==> src/rtl/series_arb_pkg.sv <==
// -----------------------------------------------------------------------------
// series_arb_pkg
// Shared definitions for the series-evaluation arbiter:
//   - state_t       : arbiter FSM states
//   - *_DEF         : default parameter values for series_arbiter
// -----------------------------------------------------------------------------
package series_arb_pkg;

  localparam int N_REQ_DEF   = 4;
  localparam int X_W_DEF     = 8;
  localparam int RES_W_DEF   = 16;
  localparam int TIMEOUT_DEF = 1023;

  typedef enum logic [2:0] {
    IDLE      = 3'd0,
    START     = 3'd1,
    WAIT_BUSY = 3'd2,
    WAIT_DONE = 3'd3,
    RESP      = 3'd4
  } state_t;

endpackage

==> src/rtl/series_arbiter_rr_picker.sv <==
// -----------------------------------------------------------------------------
// rr_picker
// Combinational round-robin selector. Finds the first set bit of req_i at or
// above ptr_i, wrapping modulo N.
//   req_i    : request vector
//   ptr_i    : search start index
//   any_o    : at least one request is set
//   winner_o : index of the selected request (0 when any_o is low)
//   grant_o  : one-hot form of winner_o (all zero when any_o is low)
// -----------------------------------------------------------------------------
module rr_picker #(
  parameter int N  = 4,
  parameter int IW = $clog2(N)
) (
  input  logic [N-1:0]  req_i,
  input  logic [IW-1:0] ptr_i,
  output logic          any_o,
  output logic [IW-1:0] winner_o,
  output logic [N-1:0]  grant_o
);

  logic [2*N-1:0] dbl;
  logic [2*N-1:0] masked;
  logic           found;

  // The request vector is duplicated and the bits below ptr_i are masked off
  // in the lower copy; the upper copy is unmasked, so a plain lowest-bit
  // search over the doubled vector realises the wrap-around.
  always_comb begin
    dbl      = {req_i, req_i};
    masked   = '0;
    found    = 1'b0;
    winner_o = '0;
    for (int i = 0; i < 2 * N; i++) begin
      masked[i] = dbl[i] && (i >= int'(ptr_i));
    end
    for (int i = 0; i < 2 * N; i++) begin
      if (!found && masked[i]) begin
        found    = 1'b1;
        winner_o = (i >= N) ? IW'(i - N) : IW'(i);
      end
    end
    any_o   = |req_i;
    grant_o = any_o ? (N'(1) << winner_o) : '0;
  end

endmodule

==> src/rtl/series_arbiter.sv <==
// -----------------------------------------------------------------------------
// series_arbiter
// Round-robin scheduler sharing one iterative series-evaluation unit among
// N_REQ clients, with a per-job timeout.
//
// Handshakes: a client request i is accepted in the cycle where
// req_valid[i] && req_ready[i]; a response i is consumed in the cycle where
// resp_valid[i] && resp_ready[i]. req_ready is a combinational one-cycle
// accept pulse issued only in IDLE; resp_valid is held until consumed.
//
// Ports:
//   clk, rst              : clock / async active-high reset
//   req_valid, req_x      : client requests and packed operands
//   req_ready             : one-hot accept pulse
//   resp_valid/ready      : one-hot response handshake
//   resp_res, resp_err    : shared result bus and timeout flag
//   unit_start, unit_x    : evaluation unit start pulse and operand
//   unit_ready, unit_res  : evaluation unit idle/done and result
//   busy, grant_id        : job-in-flight flag, current/last granted client
//   dbg_state             : FSM state for observation
// -----------------------------------------------------------------------------
module series_arbiter
  import series_arb_pkg::*;
#(
  parameter int N_REQ   = N_REQ_DEF,
  parameter int X_W     = X_W_DEF,
  parameter int RES_W   = RES_W_DEF,
  parameter int TIMEOUT = TIMEOUT_DEF,
  parameter int IW      = $clog2(N_REQ)
) (
  input  logic                 clk,
  input  logic                 rst,
  input  logic [N_REQ-1:0]     req_valid,
  input  logic [N_REQ*X_W-1:0] req_x,
  output logic [N_REQ-1:0]     req_ready,
  output logic [N_REQ-1:0]     resp_valid,
  input  logic [N_REQ-1:0]     resp_ready,
  output logic [RES_W-1:0]     resp_res,
  output logic                 resp_err,
  output logic                 unit_start,
  output logic [X_W-1:0]       unit_x,
  input  logic                 unit_ready,
  input  logic [RES_W-1:0]     unit_res,
  output logic                 busy,
  output logic [IW-1:0]        grant_id,
  output state_t               dbg_state
);

  localparam int TW = $clog2(TIMEOUT + 1);

  state_t           state_q;
  logic [IW-1:0]    rr_ptr_q;
  logic [IW-1:0]    grant_q;
  logic [X_W-1:0]   x_q;
  logic [RES_W-1:0] res_q;
  logic             err_q;
  logic [TW-1:0]    tcnt_q;
  logic             unit_start_q;
  logic [N_REQ-1:0] resp_valid_q;

  logic             pick_any;
  logic [IW-1:0]    pick_win;
  logic [N_REQ-1:0] pick_oh;

  rr_picker #(.N(N_REQ), .IW(IW)) u_picker (
    .req_i    (req_valid),
    .ptr_i    (rr_ptr_q),
    .any_o    (pick_any),
    .winner_o (pick_win),
    .grant_o  (pick_oh)
  );

  logic          grant_now;
  logic          resp_hs;
  logic          timeout_hit;
  logic [TW-1:0] tcnt_inc;
  logic [IW-1:0] next_ptr;

  assign grant_now   = (state_q == IDLE) && unit_ready && pick_any;
  assign resp_hs     = (state_q == RESP) && resp_ready[grant_q];
  assign timeout_hit = (tcnt_q == TW'(TIMEOUT));
  // Saturate at TIMEOUT so a limit reached while leaving WAIT_BUSY is still
  // seen by the equality compare in WAIT_DONE.
  assign tcnt_inc    = timeout_hit ? tcnt_q : tcnt_q + TW'(1);
  assign next_ptr    = (grant_q == IW'(N_REQ - 1)) ? '0 : grant_q + IW'(1);

  always_ff @(posedge clk or posedge rst) begin
    if (rst) begin
      state_q      <= IDLE;
      rr_ptr_q     <= '0;
      grant_q      <= '0;
      x_q          <= '0;
      res_q        <= '0;
      err_q        <= 1'b0;
      tcnt_q       <= '0;
      unit_start_q <= 1'b0;
      resp_valid_q <= '0;
    end else begin
      case (state_q)
        IDLE: begin
          if (grant_now) begin
            x_q          <= req_x[pick_win*X_W +: X_W];
            grant_q      <= pick_win;
            tcnt_q       <= '0;
            unit_start_q <= 1'b1;
            state_q      <= START;
          end
        end
        START: begin
          unit_start_q <= 1'b0;
          tcnt_q       <= tcnt_inc;
          state_q      <= WAIT_BUSY;
        end
        WAIT_BUSY: begin
          tcnt_q <= tcnt_inc;
          if (!unit_ready) begin
            state_q <= WAIT_DONE;
          end else if (timeout_hit) begin
            res_q        <= '0;
            err_q        <= 1'b1;
            resp_valid_q <= N_REQ'(1) << grant_q;
            state_q      <= RESP;
          end
        end
        WAIT_DONE: begin
          tcnt_q <= tcnt_inc;
          if (unit_ready) begin
            res_q        <= unit_res;
            err_q        <= 1'b0;
            resp_valid_q <= N_REQ'(1) << grant_q;
            state_q      <= RESP;
          end else if (timeout_hit) begin
            res_q        <= '0;
            err_q        <= 1'b1;
            resp_valid_q <= N_REQ'(1) << grant_q;
            state_q      <= RESP;
          end
        end
        RESP: begin
          if (resp_hs) begin
            rr_ptr_q     <= next_ptr;
            resp_valid_q <= '0;
            state_q      <= IDLE;
          end
        end
        default: state_q <= IDLE;
      endcase
    end
  end

  assign req_ready  = grant_now ? pick_oh : '0;
  assign resp_valid = resp_valid_q;
  assign resp_res   = (state_q == RESP) ? res_q : '0;
  assign resp_err   = (state_q == RESP) && err_q;
  assign unit_start = unit_start_q;
  assign unit_x     = x_q;
  assign busy       = (state_q != IDLE);
  assign grant_id   = grant_q;
  assign dbg_state  = state_q;

endmodule

==> config.mk <==
export PLATFORM = sky130hd
export DESIGN_NAME = series_arbiter
export DESIGN_NICKNAME = d
export VERILOG_FILES = /design/src/rtl/series_arb_pkg.sv /design/src/rtl/series_arbiter_rr_picker.sv /design/src/rtl/series_arbiter.sv
export SDC_FILE = /design/constraint.sdc
export NUM_CORES = 1
export LEC_CHECK = 0
export ABC_AREA = 1
export BUFFER_PORTS_ARGS = -buffer_cell sky130_fd_sc_hd__buf_2
export CORE_MARGIN = 2
export CORE_UTILIZATION = 50
export CTS_CLUSTER_DIAMETER = 120
export CTS_CLUSTER_SIZE = 24
export DETAILED_ROUTE_END_ITERATION = 10
export PLACE_DENSITY = 0.89
export SLEW_MARGIN = 5
export SYNTH_ARGS = -nofsm -noshare
export SYNTH_HDL_FRONTEND = slang
export SYNTH_SLANG_ARGS = --single-unit
==> constraint.sdc <==
create_clock -name clk -period 3.4 [get_ports clk]
set_clock_uncertainty 0.1 [all_clocks]
set_input_delay 0.68 -clock clk [delete_from_list [all_inputs] [get_ports clk]]
set_output_delay 0.68 -clock clk [all_outputs]
set_load 0.01 [all_outputs]
==> impl_metrics.ini, run 1 <==
[outcome]
status = finished clean

[power]
irDropWorstVdd_mv = 0.426
p_int_mw = 1.50
seqPwrFrac = 0.369
sw_frac_of_total = 0.418
comb_power_share = 0.437
p_leak_nw = 1.97
p_clk_frac = 0.194
pwr_density_cell_nw_per_um2 = 758
netSwitchingPower_mw = 1.08

[logic_synthesis]
syn_area_sq_um = 2760
ys_seq_area_frac = 0.426
ys_types = 29
synthTopCellsByArea = dfrtp_1 (43%), nand2_1 (14%), nor2_1 (9.0%), inv_1 (6.1%), nand3_1 (5.4%)
synth_edf_count = 0
synth_most_common_cell = nand2_1
synth_ff_type = dfrtp_1
synthCells = 374
ys_ff_latch = 47
ys_warn_count = 0
syn-mean-instance-area_sq_um = 7.38
syn-num-nets = 438
yosys.area.top_type = dfrtp_1
synth_top_area_frac = 0.426
async_flop_share = 1.00
synth_common_cells = nand2_1 (101), nor2_1 (66), dfrtp_1 (47), inv_1 (45), nand3_1 (30)

[floorplanning]
die_y_um = 78.3
io-pin-count = 99
die_area_sq_um = 6130
die_x_um = 78.3
coreArea_sq_um = 5410
initial_core_util = 0.511
rows = 27

[timing]
hold_ws_ns = 0.378
drv_slew = 0
tightest_slew_ns = 0.932
hold_violations = 0
timing.fmax_mhz = 345
setup_viol = 0
setup-tns-final_ns = 0
relSlewSlack = 0.378
rsz0062_at_grt = no
final.period_utilization = 0.853
finalCriticalPeriod_ns = 2.90

[routing]
ant_nets = 0
wirelength_um = 6610
post_drt_wl_per_cell_um = 12.2
dr_total_vias = 2703
dr.pass1.iters = 6
drc = 0
via_per_inst = 5.00
drtIter0Drc = 132

[setup_path]
rrSetupSlack_ns = 1.29
crit_arrival_ns = 2.12
startpoint_type = flip-flop
critPathKind = reg -> out
cp.required_ns = 2.62
end_kind = output pin
cp_max_fo = 12

[global_routing]
grt.overflow.total = 0
grt_max_degree = 48
grt_pass1_vias = 2569
antenna_found_initial = 0
grt_pass1_wl_um = 11000
grt_util_all_layers = 0.224

[placed_design]
gp_congestion = 0.863
dp.cells = 533
hpwl_um = 5050
placed_area_sq_um = 3260
port_buffers = 98

[finish]
antenna_cells = 0
final_nets = 532
n_fill_cell = 486
area_growth_pct = 23.3
stdcell_count = 541
final_util = 0.629
fin_area_sq_um = 3400
layout-drive-gt1-share = 0.262

[hold_path]
hp-class = reg -> reg

[clocking]
clk_latency_ns = 0.31
cts_tree = done
cts_max_path_buffers = 2
root_buffer = clkbuf_8
h-tree-depth = 2
cts.repair.resized = 0
cts_buffers = 5
clkSlewWorstSetupHoldPaths_ns = 0.09
hold_buffers = 0
cts.sinks = 47
post_cts_buffers = 0

[run]
cap_violations = 0
critical path, stage by stage, from the launching register on:
cell and delay [ns]:
dfrtp_1 0.43, nor2_1 0.17, inv_1 0.08, nor2_1 0.17
nand3_1 0.38, nor2_1 0.26, inv_1 0.09, a21oi_1 0.11
buf_2 0.14
cells in the final DEF, fill, tap and decap left out, types with 3 or more instances in the layout:
master    instances
clkbuf_8          5
nor2_1           66
inv_1            44
nor3_1            5
xor2_1            3
dfrtp_1          47
nand4_1          11
buf_2            98
o21ai_0           9
a211oi_1         14
nand3_1          30
nand2_1         101
nand2_2           5
ha_1              5
a21oi_1           4
sequential cells by signal, summed over array words and instances (netlist names):
| register | flops |
|---|---|
| res_q | 16 |
| rr_ptr_q | 2 |
| unit_start | 1 |
| err_q | 1 |
| resp_valid | 4 |
| dbg_state | 3 |
| grant_id | 2 |
| unit_x | 8 |
| tcnt_q | 10 |
power by group through the flow:
stage	Sequential (mW)	Combinational [mW]	Clock (mW)
final	0.951	1.13	0.500
after global routing	0.981	1.29	0.528
after global placement	0.942	1.08	0
after CTS	0.950	1.13	0.507
after detailed placement	0.958	1.13	0
after floorplan	0.970	0.800	0
cell type report:
type                            count  area (sq um)  area share
Multi-Input combinational cell    268          1320       0.387
Sequential cell                    47          1180       0.346
Timing Repair Buffer              100           505       0.149
Inverter                           46           173      0.0508
Tap cell                           72          90.1      0.0265
Clock inverter                      3          71.3      0.0210
Clock buffer                        5          68.8      0.0202
final timing paths:
path / end / cells after the start / from
setup / recovery: req_ready[1] / 8 / dbg_state[1]
hold / removal: resp_valid[3] / 2 / resp_valid[3]
setup reg to reg: tcnt_q[6] / 8 / dbg_state[1]
hold reg to reg: resp_valid[3] / 2 / resp_valid[3]
max in group asynchronous: res_q[2] / 2 / rst
min in group asynchronous: tcnt_q[6] / 2 / rst
metrics by stage:
step,power [mW],setup slack [ns]
3_5_place_dp,2.08,0.606
4_1_cts,2.59,0.487
6_report,2.58,0.499
3_3_place_gp,2.03,0.653
5_1_grt,2.80,0.200
2_1_floorplan,1.77,1.00
kinds of logic after synthesis:
family | synth area share
buffers and inverters | 0.0965
adder cells (fa/ha/maj) | 0.0227
AO/OA/AOI/OAI | 0.0852
flip-flops | 0.426
XOR/XNOR | 0.0127
AND/OR/NAND/NOR | 0.357
routing by layer:
layer,up-vias,GRT usage,routed length [um],share of wire
met2,95,0.381,3210,0.49
met5,-,0,0,0
li1,1378,-,-,-
met4,0,0.0860,129,0.020
met1,1220,0.283,2880,0.44
met3,10,0.0425,390,0.059
No activity file was read; power rests on OpenSTA's default activity.
==> run 2, diff against run 1 <==
- CORE_UTILIZATION: 50 -> 45
- PLACE_DENSITY: 0.89 -> 0.82
==> impl_metrics.ini, run 2 (synthesis results as in run 1) <==
[routing]
post_drt_wl_per_cell_um = 12.0
drc = 0
wirelength_um = 6530
drtIter0Drc = 200
dr.pass1.iters = 4
ant_nets = 0
dr_total_vias = 2709
via_per_inst = 4.98

[clocking]
root_buffer = clkbuf_8
clk_latency_ns = 0.30
cts.sinks = 47
h-tree-depth = 2
hold_buffers = 0
cts_buffers = 5
cts_max_path_buffers = 2
post_cts_buffers = 0
cts.repair.resized = 0
cts_tree = done
clkSlewWorstSetupHoldPaths_ns = 0.09

[finish]
layout_commonest_cell = nand2_1
area_growth_pct = 21.8
top_register = res_q
layout-drive-gt1-share = 0.262
layout_common_cells = nand2_1 (101), buf_2 (98), nor2_1 (66)
final_nets = 532
antenna_cells = 0
largest_register_ffs = 16
fin_area_sq_um = 3360

[setup_path]
end_kind = output pin
crit_arrival_ns = 2.17
startpoint_type = flip-flop
cp.required_ns = 2.62
cp_max_fo = 12
critPathKind = reg -> out

[timing]
tightest_slew_ns = 0.943
relSlewSlack = 0.370
hold_ws_ns = 0.380
setup-tns-final_ns = 0
finalCriticalPeriod_ns = 2.95
rsz0062_at_grt = no
final.period_utilization = 0.868
drv_slew = 0
timing.fmax_mhz = 339
setup_viol = 0
hold_violations = 0

[power]
irDropWorstVdd_mv = 0.344
pwr_density_cell_nw_per_um2 = 722
p_leak_nw = 1.95
total_power_mw = 2.43

[floorplanning]
die_area_sq_um = 6780
io-pin-count = 99
initial_core_util = 0.466
die_y_um = 82.3
die_x_um = 82.3
rows = 28
coreArea_sq_um = 5920

[placed_design]
placed_area_sq_um = 3270
hpwl_um = 5050
port_buffers = 98
gp_congestion = 0.856

[run]
cap_violations = 0

[global_routing]
grt.overflow.total = 0
grt_pass1_vias = 2390
grt_pass1_wl_um = 10400
grt_util_all_layers = 0.201
grt_max_degree = 48
antenna_found_initial = 0

[hold_path]
hp-class = reg -> reg

[outcome]
status = finished clean
==> run 2: where the power goes <==
part	internal [mW]	leakage (nW)	switching, mW
registers	0.798	0.570	0.147
clock network	0.166	0.0516	0.187
logic	0.404	1.33	0.727
==> run 2: routing by layer <==
layer	routed length [um]	vias up	share of wire	GRT usage
met5	0	-	0	0
met1	2950	1208	0.45	0.256
li1	-	1377	-	-
met4	169	0	0.026	0.0817
met2	2920	110	0.45	0.322
met3	491	14	0.075	0.0554
==> run 2: worst paths after layout <==
kind / startpoint / to / slack, ns / cells after the start
max: dbg_state[1] / req_ready[1] / 0.45 / 8
min: resp_valid[1] / resp_valid[1] / 0.38 / 2
max reg2reg: dbg_state[1] / tcnt_q[2] / 1.23 / 8
min reg2reg: resp_valid[1] / resp_valid[1] / 0.38 / 2
max in group asynchronous: rst / res_q[8] / 2.13 / 2
min in group asynchronous: rst / unit_start / 0.49 / 2
==> run 2: critical path, cell delays in order (launching register included) <==
cell,delay [ns]
dfrtp_1,0.42
nor2_1,0.17
inv_1,0.08
nor2_1,0.17
nand3_1,0.39
nor2_1,0.30
inv_1,0.09
a21oi_1,0.11
buf_2,0.14
==> run 2: final cells by class <==
| cell class | count | area, sq um |
|---|---|---|
| tap | 75 | 93.8 |
| fill | 561 | 2560 |
| clock inverter | 2 | 13.8 |
| multi-input combinational | 268 | 1320 |
| inverter | 46 | 173 |
| clock buffer | 6 | 82.6 |
| timing repair buffer | 100 | 505 |
| sequential | 47 | 1180 |
==> run 2: through the flow <==
stage,utilization,setup slack [ns],std cells
after CTS,0.568,0.470,544
after detailed placement,0.552,0.685,536
final,0.568,0.450,544
after global routing,0.568,0.224,544
after global placement,0.552,0.721,536
after floorplan,-,1.00,374
